===== src/rtl/mul_seq_unit.sv =====
// Sequential shift-add multiplier for MUL/MLA: one conditional add per cycle,
// low WIDTH bits of A*B (+C) with N/Z flags, optional early exit on exhausted multiplier.
module mul_seq_unit #(
  parameter int WIDTH      = 32,
  parameter bit EARLY_TERM = 1'b1
) (
  input  logic             clk,
  input  logic             rst,
  input  logic             Start,
  input  logic             Abort,
  input  logic             Accumulate,
  input  logic [WIDTH-1:0] A,
  input  logic [WIDTH-1:0] B,
  input  logic [WIDTH-1:0] C,
  output logic             Busy,
  output logic             Done,
  output logic [WIDTH-1:0] Result,
  output logic             N,
  output logic             Z
);

  localparam int SW = $clog2(WIDTH);
  localparam logic [SW-1:0] LAST_STEP = SW'(WIDTH - 1);

  typedef enum logic [1:0] {
    S_IDLE = 2'd0,
    S_MUL  = 2'd1,
    S_DONE = 2'd2
  } state_t;

  state_t           state;
  logic [WIDTH-1:0] mcand;
  logic [WIDTH-1:0] mplier;
  logic [WIDTH-1:0] acc;
  logic [SW-1:0]    step;

  logic [WIDTH-1:0] sum;
  logic [WIDTH-1:0] acc_nxt;
  logic             last;

  // Plain modular add; this is the operand pair handed to the downstream CLA (sel=0, Cin=0).
  assign sum     = acc + mcand;
  assign acc_nxt = mplier[0] ? sum : acc;

  // Early exit once no set multiplier bits remain after this step; the step
  // counter covers the full-length case.
  assign last = EARLY_TERM ? (mplier[WIDTH-1:1] == '0) : (step == LAST_STEP);

  assign Busy = (state == S_MUL);

  always_ff @(posedge clk or posedge rst) begin
    if (rst) begin
      state  <= S_IDLE;
      mcand  <= '0;
      mplier <= '0;
      acc    <= '0;
      step   <= '0;
      Done   <= 1'b0;
      Result <= '0;
      N      <= 1'b0;
      Z      <= 1'b0;
    end else begin
      Done <= 1'b0;
      case (state)
        S_IDLE: begin
          if (Start && !Abort) begin
            mcand  <= A;
            mplier <= B;
            acc    <= Accumulate ? C : '0;
            step   <= '0;
            state  <= S_MUL;
          end
        end
        S_MUL: begin
          if (Abort) begin
            state <= S_IDLE;
          end else begin
            acc    <= acc_nxt;
            mcand  <= mcand << 1;
            mplier <= mplier >> 1;
            step   <= step + 1'b1;
            if (last) begin
              Result <= acc_nxt;
              N      <= acc_nxt[WIDTH-1];
              Z      <= (acc_nxt == '0);
              Done   <= 1'b1;
              state  <= S_DONE;
            end
          end
        end
        S_DONE:  state <= S_IDLE;
        default: state <= S_IDLE;
      endcase
    end
  end

endmodule


===== config.mk =====
export PLATFORM = sky130hd
export DESIGN_NAME = mul_seq_unit
export DESIGN_NICKNAME = d
export VERILOG_FILES = /design/src/rtl/mul_seq_unit.sv
export SDC_FILE = /design/constraint.sdc
export NUM_CORES = 1
export LEC_CHECK = 0
export CAP_MARGIN = 5
export CORE_MARGIN = 2
export CORE_UTILIZATION = 50
export DETAILED_ROUTE_END_ITERATION = 6
export GPL_ROUTABILITY_DRIVEN = 0
export PLACE_DENSITY = 0.87
export SETUP_SLACK_MARGIN = 0.3
export SYNTH_ARGS = -nofsm -noshare
export SYNTH_HDL_FRONTEND = slang
export SYNTH_SLANG_ARGS = --single-unit

===== constraint.sdc =====
create_clock -name clk -period 6.6 [get_ports clk]
set_clock_uncertainty 0.15 [all_clocks]
set_input_delay 0.99 -clock clk [delete_from_list [all_inputs] [get_ports clk]]
set_output_delay 0.99 -clock clk [all_outputs]
set_load 0.005 [all_outputs]

# == After elaboration in Yosys (flattened, before gate mapping) ==
# Cells that the tools add are included.
# totals
mem_count,0
romBits,0
in_bits,101
latchBits,0
ff_bits,133
elab_cells,41
ramBits,0
output_inout_bits,36
# op_classes
div,0
n_addsub,1
bitwise,1
n_shift,0
mul,0
n_reduce_logical,9
muxes,18
magnitude_cmp,0
eq_ne,4
# ops
op,n
2-to-1 mux 32 bit,8
case mux 32 bit (2 select lines),3
adder 32 bit,1
logical NOT 32 bit,1
logical NOT 31 bit,1
2-to-1 mux 2 bit,3
AND reduction 3 bit,2
"inequality test 2 bit, second input constant",2
case mux 2 bit (2 select lines),1
2-to-1 mux 1 bit,3
"inequality test 3 x 2 -> 1 bit, second input constant",1
"equality test 2 x 1 -> 1 bit, second input constant",1
logical NOT 2 bit,1
AND reduction 2 bit,1
nonzero test 2 bit,1
logical AND 1 bit,1
logical NOT 1 bit,1
inverter 1 bit,1

# == Depth between registers and ports, before layout ==
# Gate-level depths: netlist (run 1).
# logic_depth
depth_word,4
depth_mapped,12
depth_no_buf,12

# == Least setup slack after synthesis (run 1) ==
# No wires, ideal clock.
# synth_path
kind,reg-to-reg
from,register mcand[0]
to,register Z
setup_slack_ns,3.425
stages_incl_launch_ff,13
required_time_ns,6.383
period_less_slack_ns,3.175
setup_time_ns,0.067
arrival_time_ns,2.957
n_path_buf,0
cell_sequence,dfrtp_1 > ha_1 > fa_1 > a21o_1 > a221o_1 > nand4b_1 > nand3_1 > a211oi_1 > nand4_1 > nor4_2 > nand4_1 > nor4_2 > a32o_1
# synth_via
elab_chain_len,3
# synth_rtl
item,line,source
start: declaration,32,logic [WIDTH-1:0] mcand;
start signal: assignment,79,mcand <= mcand << 1;
adder 32 bit,42,assign sum = acc + mcand;
2-to-1 mux 32 bit,43,assign acc_nxt = mplier[0] ? sum : acc;
logical NOT 32 bit,85,Z <= (acc_nxt == '0);
end signal: assignment,85,
end: declaration,19,output logic Z
# No other way between the ends.
# A chain may end at the register's enable or synchronous reset.

# == Worst setup path in the final report (run 1) ==
# layout_path
from,register mplier[0]
to,register Z
# layout_via
elab_chain_len,2
# layout_rtl
item,line,source
start: declaration,33,logic [WIDTH-1:0] mplier;
start signal: assignment,80,mplier <= mplier >> 1;
2-to-1 mux 32 bit,43,
logical NOT 32 bit,85,
# No other way between the ends.

==> summary by stage, run 1 <==
Synth
The share of Yosys cell area claimed by the top area cell type is ~41%. The distinct cell type count of the synthesized netlist is 64. Synthesis inferred approximately 130 register bits. The most common cell in the netlist is sky130_fd_sc_hd__nand2_1.

The number of enable flip-flop cells after synthesis is 0. In the synthesized netlist the dominant register cell turns out to be sky130_fd_sc_hd__dfrtp_1. The sequential fraction of the synthesis area is between 40% and 50%.

By area the synthesized netlist is led by sky130_fd_sc_hd__dfrtp_1 41%, sky130_fd_sc_hd__mux2i_1 9.2%, sky130_fd_sc_hd__o21ai_0 8.5%. The number of nets in the synthesized netlist is 1052. The fraction of registers with async set or reset after synthesis is 100%.

The number of cells produced by synthesis is 919. By count the netlist is led by 157 x sky130_fd_sc_hd__nand2_1, 137 x sky130_fd_sc_hd__o21ai_0, 132 x sky130_fd_sc_hd__dfrtp_1. Yosys printed 0 warnings. The largest total area in the synthesized netlist belongs to sky130_fd_sc_hd__dfrtp_1. The synthesized cell area is 8080 um^2.

The mean cell area of the mapped netlist is slightly below 9 um^2.

Final layout
In the final design database the tool counted 1154 nets. Compared with the post-synthesis result, the final layout area differs by 25.8%. The ratio of cells with drive above 1 in the final layout is under 10%.

0 antenna diodes ended up in the layout. The count of filler cells inserted in the layout is 1272. The finished layout cell area is 10200 um^2.

Power
In this run the static leakage power is around 4.6 nW. Net switching is 36.1% of the power. The switching power is 0.00109 W.

The fraction of power consumed by combinational cells is 32.9%. Sequential cells account for 34.1% of the total power. Internal power comes to approximately 0.0019 W. In this run, the clock network consumes 33.0% of the power. VDD sags by at most 0.000199 V. The total power of the final layout is 0.00301 W. In this run the power density over the cells is around 300 nW/um^2.

GRT
The via count of the first global-routing pass is 7348. The global routing usage summed across all routing layers is 26.7%. The wire length of the first global-routing pass is about 37000 um. Entering global routing, the biggest net connects 100 pins. The final global-route overflow total is 0. The number of antenna violations at the first check in global routing is 0.

Clock tree
At the later pin of the worst-skew pair, clock insertion delay measures 430 ps. The TritonCTS clock tree is yes. After clock tree synthesis, the flow added hold-fix buffers numbering 0. The CTS sink count is 132.

In this run the clock root is driven by a sky130_fd_sc_hd__clkbuf_16. Post-CTS repair changed the size of 0 cells. TritonCTS created 17 clock buffers. The register clock-pin slew on the reported worst setup and hold paths is roughly 60 ps. Post-CTS timing repair inserted 0 buffers for setup. The maximum clock insertion buffer count is 2. The total number of H-tree levels is 4.

STA
At the pin with the least slew margin, the transition time is 985 ps. The maximum frequency from static timing analysis is approximately 260 MHz. The final hold slack is 330 ps. Setup violations remaining at the end of the flow were counted as 0.

After layout, the minimum clock period comes to 3780 ps. Setup repair after global routing left no endpoint under its margin. Of the available clock period, the critical path in the final layout requires 57.3%. The final-report hold violation count is 0. The max-slew violation count is 0. The total negative slack is 0 ps.

The remaining max-slew budget at the tightest pin is 34.3%.

Routing
The count of nets left with antenna violations once routing finished came out at 0. The routed length per instance is 18.2 um. The total iterations of the first detailed-routing run is 5. For this run, design rule violations remaining after detail routing come to 0. The detailed router finished its first iteration with about 640 violations. The number of vias in the routed layout is 7546. Wires add up to 22800 um. The number of vias per cell after detailed routing is 6.04.

Floorplanning
The row count is 46. The initial cell density of the core is between 50% and 60%. The core region is roughly 16000 um^2. The die width is 131 um. 137 I/O pins were placed. The floorplan step defined a die boundary enclosing 17200 um^2.

The die outline height is 131 um.

Job
The tool flagged a number of max-cap violations equal to 0.

Place
Detailed placement finished with a half-perimeter wire length of 15700 um. Port buffering added roughly 140 buffers. Once placement finished, the instance area stood at 9550 um^2.

Critical path
The worst setup path is captured at a flop. The data arrival at the endpoint of the critical path is 4010 ps. Along the worst path, the maximum fanout reaches 61. The setup path with the least slack is of type reg -> reg.

The launching element type of the critical path is a flop. The data required time at the worst endpoint is roughly 7000 ps.

Outcome
The flow ran to the end, and the final reports show no timing, DRC or antenna violations.

Hold path
The worst min-delay path class is reg -> reg.
## path summary, 6_finish.rpt
kind	depth (start not counted)	slack (ps)	start	end
setup / recovery	11	2820	mplier[0]	Z
hold / removal	2	330	Result[12]	Result[12]
setup reg to reg	11	2820	mplier[0]	Z
hold reg to reg	2	330	Result[12]	Result[12]
max in group asynchronous	3	3950	rst	mplier[0]
min in group asynchronous	2	920	rst	mplier[27]
## registers in the layout, indices dropped and copies added (netlist names)
name    count
Result     32
acc        32
mcand      32
mplier     32
state       2
Done        1
Z           1
## cells in the final DEF (no fill, tap or decap), drive strengths merged, types with 19 or more instances in the layout
cell type	netlist	routed
a31oi	36	36
nor2	43	43
o21ai	146	146
nand2	157	157
ha	31	31
clkdlybuf4s50	0	136
a21oi	38	38
mux2i	74	74
dfrtp	132	132
clkbuf	44	19
## per-layer routing
| layer | vias to the layer above | wire (um) | track usage [%] |
|---|---|---|---|
| met5 | - | 0 | 0 |
| met4 | 0 | 647 | 10.4 |
| met3 | 65 | 1980 | 6.94 |
| met2 | 371 | 10600 | 42.4 |
| met1 | 3558 | 9580 | 35.2 |
| li1 | 3552 | - | - |
## layout make-up
type | count | area, um^2 | area share [%]
clock inverter | 13 | 171 | 1.69
timing repair buffer | 143 | 1410 | 13.9
multi-input combinational | 714 | 4510 | 44.4
sequential | 132 | 3300 | 32.5
inverter | 13 | 51.3 | 0.505
tap | 216 | 270 | 2.66
clock buffer | 19 | 443 | 4.36
## power by group through the flow
stage / Combinational (W) / Sequential (W) / Clock [W]
4_1_cts: 0.000967 / 0.00103 / 0.000999
5_1_grt: 0.00109 / 0.00104 / 0.00103
3_5_place_dp: 0.000955 / 0.00104 / 0
2_1_floorplan: 0.000711 / 0.00100 / 0
3_3_place_gp: 0.000932 / 0.00103 / 0
6_report: 0.000991 / 0.00103 / 0.000993
## logic make-up (layout without fill, tap and decap cells)
| family | after synthesis | after routing | synth area share (%) |
|---|---|---|---|
| fa+ha+maj | 32 | 32 | 5.05 |
| flops | 132 | 132 | 40.9 |
| compound gates | 286 | 286 | 21.3 |
| mux | 79 | 79 | 9.87 |
| buf+inv | 73 | 188 | 3.56 |
| simple gates | 297 | 297 | 17.2 |
| xor+xnor | 20 | 20 | 2.17 |
## worst max-delay path, stage by stage (launching register included)
cell and delay [ps]:
sky130_fd_sc_hd__dfrtp_2 340, sky130_fd_sc_hd__buf_4 550, sky130_fd_sc_hd__inv_1 450, sky130_fd_sc_hd__a221o_1 430
sky130_fd_sc_hd__a311oi_2 320, sky130_fd_sc_hd__nand4b_1 120, sky130_fd_sc_hd__nand4b_1 200, sky130_fd_sc_hd__a2111o_1 400
sky130_fd_sc_hd__nor4_2 180, sky130_fd_sc_hd__nand4_1 180, sky130_fd_sc_hd__nor4_2 200, sky130_fd_sc_hd__a32o_1 190
## through the flow
| stage | utilization (%) | instances | setup WS [ps] |
|---|---|---|---|
| 2_1_floorplan | - | 919 | 1930 |
| 3_3_place_gp | 60.3 | 1218 | 3010 |
| 3_5_place_dp | 60.3 | 1218 | 2890 |
| 4_1_cts | 64.2 | 1250 | 2860 |
| 5_1_grt | 64.2 | 1250 | 2630 |
| 6_report | 64.2 | 1250 | 2820 |
Note: power is estimated with default switching activity, not from simulation.
==> inputs of run 2 (changes only) <==
CORE_UTILIZATION = 49   (was 50)
PLACE_DENSITY = 0.89   (was 0.87)
clock period = 3.4 ns   (was 6.6 ns; I/O delays follow)
==> summary by stage, run 2 (synthesis results as in run 1) <==
Job
The reported max-cap violation count is 0.

Clock tree
The clock passes through at most 2 buffers. The number of clock buffers added by TritonCTS is 17. Clock tree synthesis found a total of between 100 and 150 sinks. The insertion delay to the later sink of the worst-skew pair is 430 ps. After clock tree synthesis, the clock-pin slew on the worst setup and hold paths is 60 ps.

TritonCTS built the clock tree. CTS built an H-tree with a depth of 4. The number of buffers added to fix hold violations after cts is 0.

The tree is rooted in a sky130_fd_sc_hd__clkbuf_16.

Routing
Wires add up to 25200 um. The number of vias in the routed layout is 8043. The total iterations of the first detailed-routing run is 5. The antenna violation net count after detailed routing is 0. For this run, design rule violations remaining after detail routing come to 0. The number of vias per cell after detailed routing is 6.14. The DRC marker count from the first detailed-route iteration is 909. The routed length per instance is 19.2 um.

Final layout
The count of inserted antenna diode cells is 0. The library cell used most frequently in the layout, excluding fill and tap cells, is sky130_fd_sc_hd__nand2_1. The library cells used most frequently in the layout, excluding fill and tap cells, are 156 x sky130_fd_sc_hd__nand2_1, 136 x sky130_fd_sc_hd__clkdlybuf4s50_1, 127 x sky130_fd_sc_hd__dfrtp_1. The finished layout cell area is 11000 um^2.

The area growth from synthesis to layout is 35.7%. The final layout contains 1215 nets. The ratio of cells with drive above 1 in the final layout is 16.3%.

Critical path
The critical path is of the reg -> reg type. STA puts the critical path data arrival time at 3610 ps. The endpoint kind of the worst setup timing path is a flop. Data on the critical path is required at its endpoint by 3610 ps. The launching element type of the critical path is a flop.

The largest fanout on the critical path is 4.

STA
The worst path needs 3390 ps of the cycle, external delays included. The max-slew violation count came to 0. Measured against its own limit, the worst slew margin works out to 46.0%. The maximum frequency from static timing analysis is 295 MHz. The final-report setup violation count is 0. The final-report hold violation count is 0.

The slew at the pin closest to its max-slew limit is 811 ps. Setup repair after global routing could not meet its margin everywhere. The final critical path takes up between 90% and 100% of the cycle. In the final timing run, aggregate negative setup slack is 0 ps.

GRT
Entering global routing, the biggest net connects 133 pins. The number of antenna violations at the first check in global routing came to 0. For this run, the total global-route usage over all layers was measured as 27.7%. The final global-route overflow total is 0. The via count of the first global-routing pass came to 7803.

The wire length of the first global-routing pass is 39200 um.

Hold path
The path class of the tightest hold or removal check is reg -> reg.

Power
The power per standard cell area is 574 nW/um^2. The leakage power of the design is a little under 5 nW. VDD sags by at most 0.000459 V.

Place
Summed over all nets, the half-perimeter wirelength after detailed placement is 16500 um. The placed instances occupy a cell area of 9790 um^2. The number of buffer cells added on primary ports is 136.

Floorplanning
For this design the top-level I/O count stands at 137. The total area inside the core boundary comes to ~16000 um^2. The initial cell density of the core is 50.5%. The total die area is 17500 um^2. The die width is 132 um. In this run the core area contains 46 standard-cell rows. The die is about 130 um tall.

Outcome
The run finished with clean final reports.
## run 2: cell count changes in the layout (fill, tap and decap cells not counted), moves of 6 or more
cell                      before  now
sky130_fd_sc_hd__a21oi_1      35   28
sky130_fd_sc_hd__a21oi_2       3   10
sky130_fd_sc_hd__buf_4         7   59
sky130_fd_sc_hd__buf_6         0    8
sky130_fd_sc_hd__ha_1         31   16
sky130_fd_sc_hd__ha_2          0    7
sky130_fd_sc_hd__ha_4          0    8
sky130_fd_sc_hd__o21ai_0     136  126
sky130_fd_sc_hd__o21ai_2       1    7
## run 2: worst max-delay path: stages (launching register included)
cell and delay, ps:
sky130_fd_sc_hd__dfrtp_1 420, sky130_fd_sc_hd__ha_4 190, sky130_fd_sc_hd__fa_2 350, sky130_fd_sc_hd__a21o_4 240
sky130_fd_sc_hd__a221o_1 370, sky130_fd_sc_hd__a21oi_2 160, sky130_fd_sc_hd__a21boi_4 230, sky130_fd_sc_hd__o211ai_1 150
sky130_fd_sc_hd__o221ai_1 220, sky130_fd_sc_hd__xor2_1 260, sky130_fd_sc_hd__a21oi_2 120, sky130_fd_sc_hd__nor4_2 270
sky130_fd_sc_hd__a32o_1 200
## run 2: where the power goes
group          leakage, nW  internal [W]  switching (W)  total, W
Clock                0.267       0.00101       0.000746   0.00176
Sequential            1.70       0.00178       0.000230   0.00201
Combinational         2.92       0.00114        0.00138   0.00252
## run 2: worst paths after layout
check,start,end,slack [ps],cells past startpoint
min in group asynchronous,rst,acc[4],440,3
hold reg to reg,Result[8],Result[8],330,2
setup / recovery,mcand[0],Z,5,12
hold / removal,Result[8],Result[8],330,2
setup reg to reg,mcand[0],Z,5,12
max in group asynchronous,rst,mcand[12],2040,3
## run 2: cell type report
cell class / instances / area, um^2
clock buffer: 18 / 429
timing repair buffer: 204 / 1910
clock inverter: 14 / 129
inverter: 13 / 52.6
sequential: 132 / 3310
fill: 1171 / 5040
multi-input combinational: 714 / 4860
tap: 216 / 270
## run 2: repair_timing
action	4_1_cts	5_1_grt
gates resized for setup	19	66
setup buffers	13	19
pin swaps	16	28
endpoints found under the setup margin	12	26
## run 2: through the flow
step / cells / hold slack, ps / setup slack, ps / util (%) / total power (W)
floorplan: 919 / 302 / 300 / - / 0.00333
detailed placement: 1247 / 322 / 15.7 / 61.2 / 0.00404
global route: 1311 / 353 / -149 / 68.5 / 0.00659
global placement: 1247 / 315 / 77.4 / 61.2 / 0.00397
finish: 1311 / 332 / 5.35 / 68.5 / 0.00630
CTS: 1292 / 334 / 93.1 / 66.1 / 0.00594
## run 2: routing by layer
layer / global-route usage, % / routed length (um) / vias up
li1: - / - / 3667
met1: 35.9 / 10000 / 3792
met2: 44.3 / 11800 / 459
met3: 6.84 / 2290 / 125
met4: 11.9 / 1140 / 0
met5: 0 / 0 / -
==> inputs of run 3 (changes only) <==
--- a/config.mk
+++ b/config.mk
@@ -6,5 +6,4 @@
 export NUM_CORES = 1
 export LEC_CHECK = 0
-export CAP_MARGIN = 5
 export CORE_MARGIN = 2
 export CORE_UTILIZATION = 49
==> constraint.sdc (replaced) <==
create_clock -name clk -period 3.4 [get_ports clk]
set_clock_uncertainty 0.15 [all_clocks]
set_input_delay 0.68 -clock clk [delete_from_list [all_inputs] [get_ports clk]]
set_output_delay 0.68 -clock clk [all_outputs]
set_load 0.005 [all_outputs]
==> summary by stage, run 3 (synthesis results as in run 1) <==
GRT
The largest net degree at the start of global routing is 118. For this run the aggregate overflow at the end of global routing stands at 0. The global routing usage summed across all routing layers is approximately 28%.

The via count of the first global-routing pass is 7699. The number of antenna violations at the first check in global routing is 2. The wire length of the first global-routing pass is 38900 um.

STA
After layout, the minimum clock period comes to approximately 3300 ps. The max-slew violation count is 0. After routing, the total negative slack on setup checks comes to 0 ps. The slew at the pin closest to its max-slew limit is ~780 ps.

The remaining max-slew budget at the tightest pin is 47.8%. The final-report hold violation count was 0. The maximum frequency from static timing analysis is between 300 and 400 MHz. Setup repair after global routing could not meet its margin everywhere. In the finished design, the share of the clock period the worst path needs comes to 97.9%. The final-report setup violation count is 0.

Clock tree
The CTS sink count is about 130. The longest clock path from root to sink contains 2 buffers. The library cell used as clock root buffer is sky130_fd_sc_hd__clkbuf_16.

After clock tree synthesis, the clock-pin slew on the worst setup and hold paths is about 60 ps. The clock reaches the later pin of the worst-skew pair after 430 ps. In this run the number of H-tree levels came out at 4. The number of buffers inserted during clock tree synthesis is 17.

The number of buffers added to fix hold violations after cts is 0. The TritonCTS clock tree is yes.

Critical path
The register-to-register setup slack is around 70 ps. Following the worst setup path forward leads to its endpoint at Z. The worst setup path is captured at a flop. The most critical setup path has its startpoint at mcand[0]. The launching element type of the critical path is a flop. The largest fanout on the critical path is 3. The critical path in this run is classified as reg -> reg.

The data required time at the worst endpoint is around 3600 ps. The endpoint identified for the worst register-to-register timing path is Z. The path depth of the worst reg2reg path is 12. In this run the critical register-to-register path is launched from mcand[0]. The data arrival at the endpoint of the critical path is about 3600 ps.

Power
IR analysis of the VDD net gives a maximum drop of 0.000445 V. The total power of the final layout is 0.00625 W. Dividing total power by cell area gives a power density of between 500 and 600 nW/um^2. The leakage power of the design is 4.85 nW.

Job
The tool flagged a number of max-cap violations equal to 0.

Place
The placed wire-length estimate after detailed placement is 17100 um. The number of buffer cells added on primary ports is 136.

Floorplanning
The die outline height is 132 um. The floorplan step set the die width to 132 um. The number of primary I/O pins is 137. The total die area is 17500 um^2.

Once the floorplan was initialized, standard cells occupied roughly half of the core. The initialized floorplan defines 46 standard-cell rows. The core region is 16000 um^2.

Final layout
The top cell types in the final layout, fill and taps aside, are 156 x sky130_fd_sc_hd__nand2_1, 136 x sky130_fd_sc_hd__clkdlybuf4s50_1, 130 x sky130_fd_sc_hd__o21ai_0. The layout overhead on the synthesized area is 35.2%. The count of inserted antenna diode cells is 0. The final net count is between 1000 and 1500. The post-route netlist has 15.5% of its cells at a drive strength greater than 1. Leaving out fill and tap cells, the most frequent cell in the layout is sky130_fd_sc_hd__nand2_1.

Routing
After detailed routing, the number of vias per cell comes to 6.14. The detailed router finished its first iteration with 822 violations. The total iterations of the first detailed-routing run is 5. The count of nets left with antenna violations once routing finished came out at 0. The number of vias in the routed layout is around 8000. Dividing the detail-routed wire length by the instance count gives 19.4 um. The final wirelength is 25100 um. For this run, design rule violations remaining after detail routing come to 0.

Outcome
The flow ran to the end, and the final reports show no timing, DRC or antenna violations.

Hold path
Counting instances, the worst hold path has a depth of 2. The worst min-delay path class is reg -> reg.
==> run 3: cell count changes in the layout (fill, tap and decap cells not counted), moves of 3 or more <==
cell / before / now
sky130_fd_sc_hd__buf_12: 1 / 5
sky130_fd_sc_hd__ha_4: 8 / 11
sky130_fd_sc_hd__o21ai_0: 126 / 130
sky130_fd_sc_hd__buf_6: 8 / 0
sky130_fd_sc_hd__ha_1: 16 / 11
sky130_fd_sc_hd__o21ai_1: 12 / 9
sky130_fd_sc_hd__buf_4: 59 / 47
==> run 3: cell type report <==
type | instances | area (um^2)
Tap cell | 216 | 270
Inverter | 13 | 52.6
Clock inverter | 13 | 114
Clock buffer | 19 | 453
Multi-Input combinational cell | 714 | 4890
Timing Repair Buffer | 189 | 1840
Fill cell | 1180 | 5070
Sequential cell | 132 | 3310
==> run 3: worst max-delay path: stages (launching register included) <==
cell and delay, ps:
sky130_fd_sc_hd__dfrtp_1 390, sky130_fd_sc_hd__ha_2 200, sky130_fd_sc_hd__fa_2 340, sky130_fd_sc_hd__a21o_1 220, sky130_fd_sc_hd__a221o_1 360, sky130_fd_sc_hd__a21oi_2 170
sky130_fd_sc_hd__a21boi_4 230, sky130_fd_sc_hd__o211ai_1 170, sky130_fd_sc_hd__o221ai_1 230, sky130_fd_sc_hd__xor2_1 220, sky130_fd_sc_hd__a21oi_2 120, sky130_fd_sc_hd__nor4_2 280
sky130_fd_sc_hd__a32o_1 180
==> run 3: per-layer routing <==
| layer | global-route usage [%] | routed length, um |
|---|---|---|
| met4 | 11.1 | 995 |
| met2 | 44.4 | 11900 |
| met3 | 8.46 | 2490 |
| met1 | 35.0 | 9720 |
| met5 | 0 | 13 |
==> run 3: worst min path at each step <==
stage	startpoint	to
finish	Result[27]	Result[27]
global route	Result[9]	Result[9]
CTS	Result[27]	Result[27]
detailed placement	Result[11]	Result[11]
global placement	Result[1]	Result[1]
floorplan	state[0]	state[0]
==> run 3: metrics by stage <==
step	worst slack, ps	util, %	hold WS (ps)	std cells	cell area, um^2
3_3_place_gp	111	61.6	314	1248	9860
3_5_place_dp	29.1	61.6	325	1248	9860
2_1_floorplan	300	-	302	919	8090
6_report	70.2	68.3	334	1296	10900
5_1_grt	-67.9	68.3	360	1296	10900
4_1_cts	141	65.9	340	1287	10500
==> run 3: what timing repair did <==
item	in CTS	in global routing
endpoints found under the setup margin	11	22
pin swaps	7	20
buffers inserted	7	9
endpoints found under the hold margin	0	0
gates resized for setup	14	65
==> run 3: power breakdown <==
part | switching, W | total (W) | internal [W]
clock | 0.000776 | 0.00177 | 0.000996
sequential | 0.000243 | 0.00203 | 0.00178
combinational | 0.00136 | 0.00245 | 0.00109
total | 0.00238 | 0.00625 | 0.00387
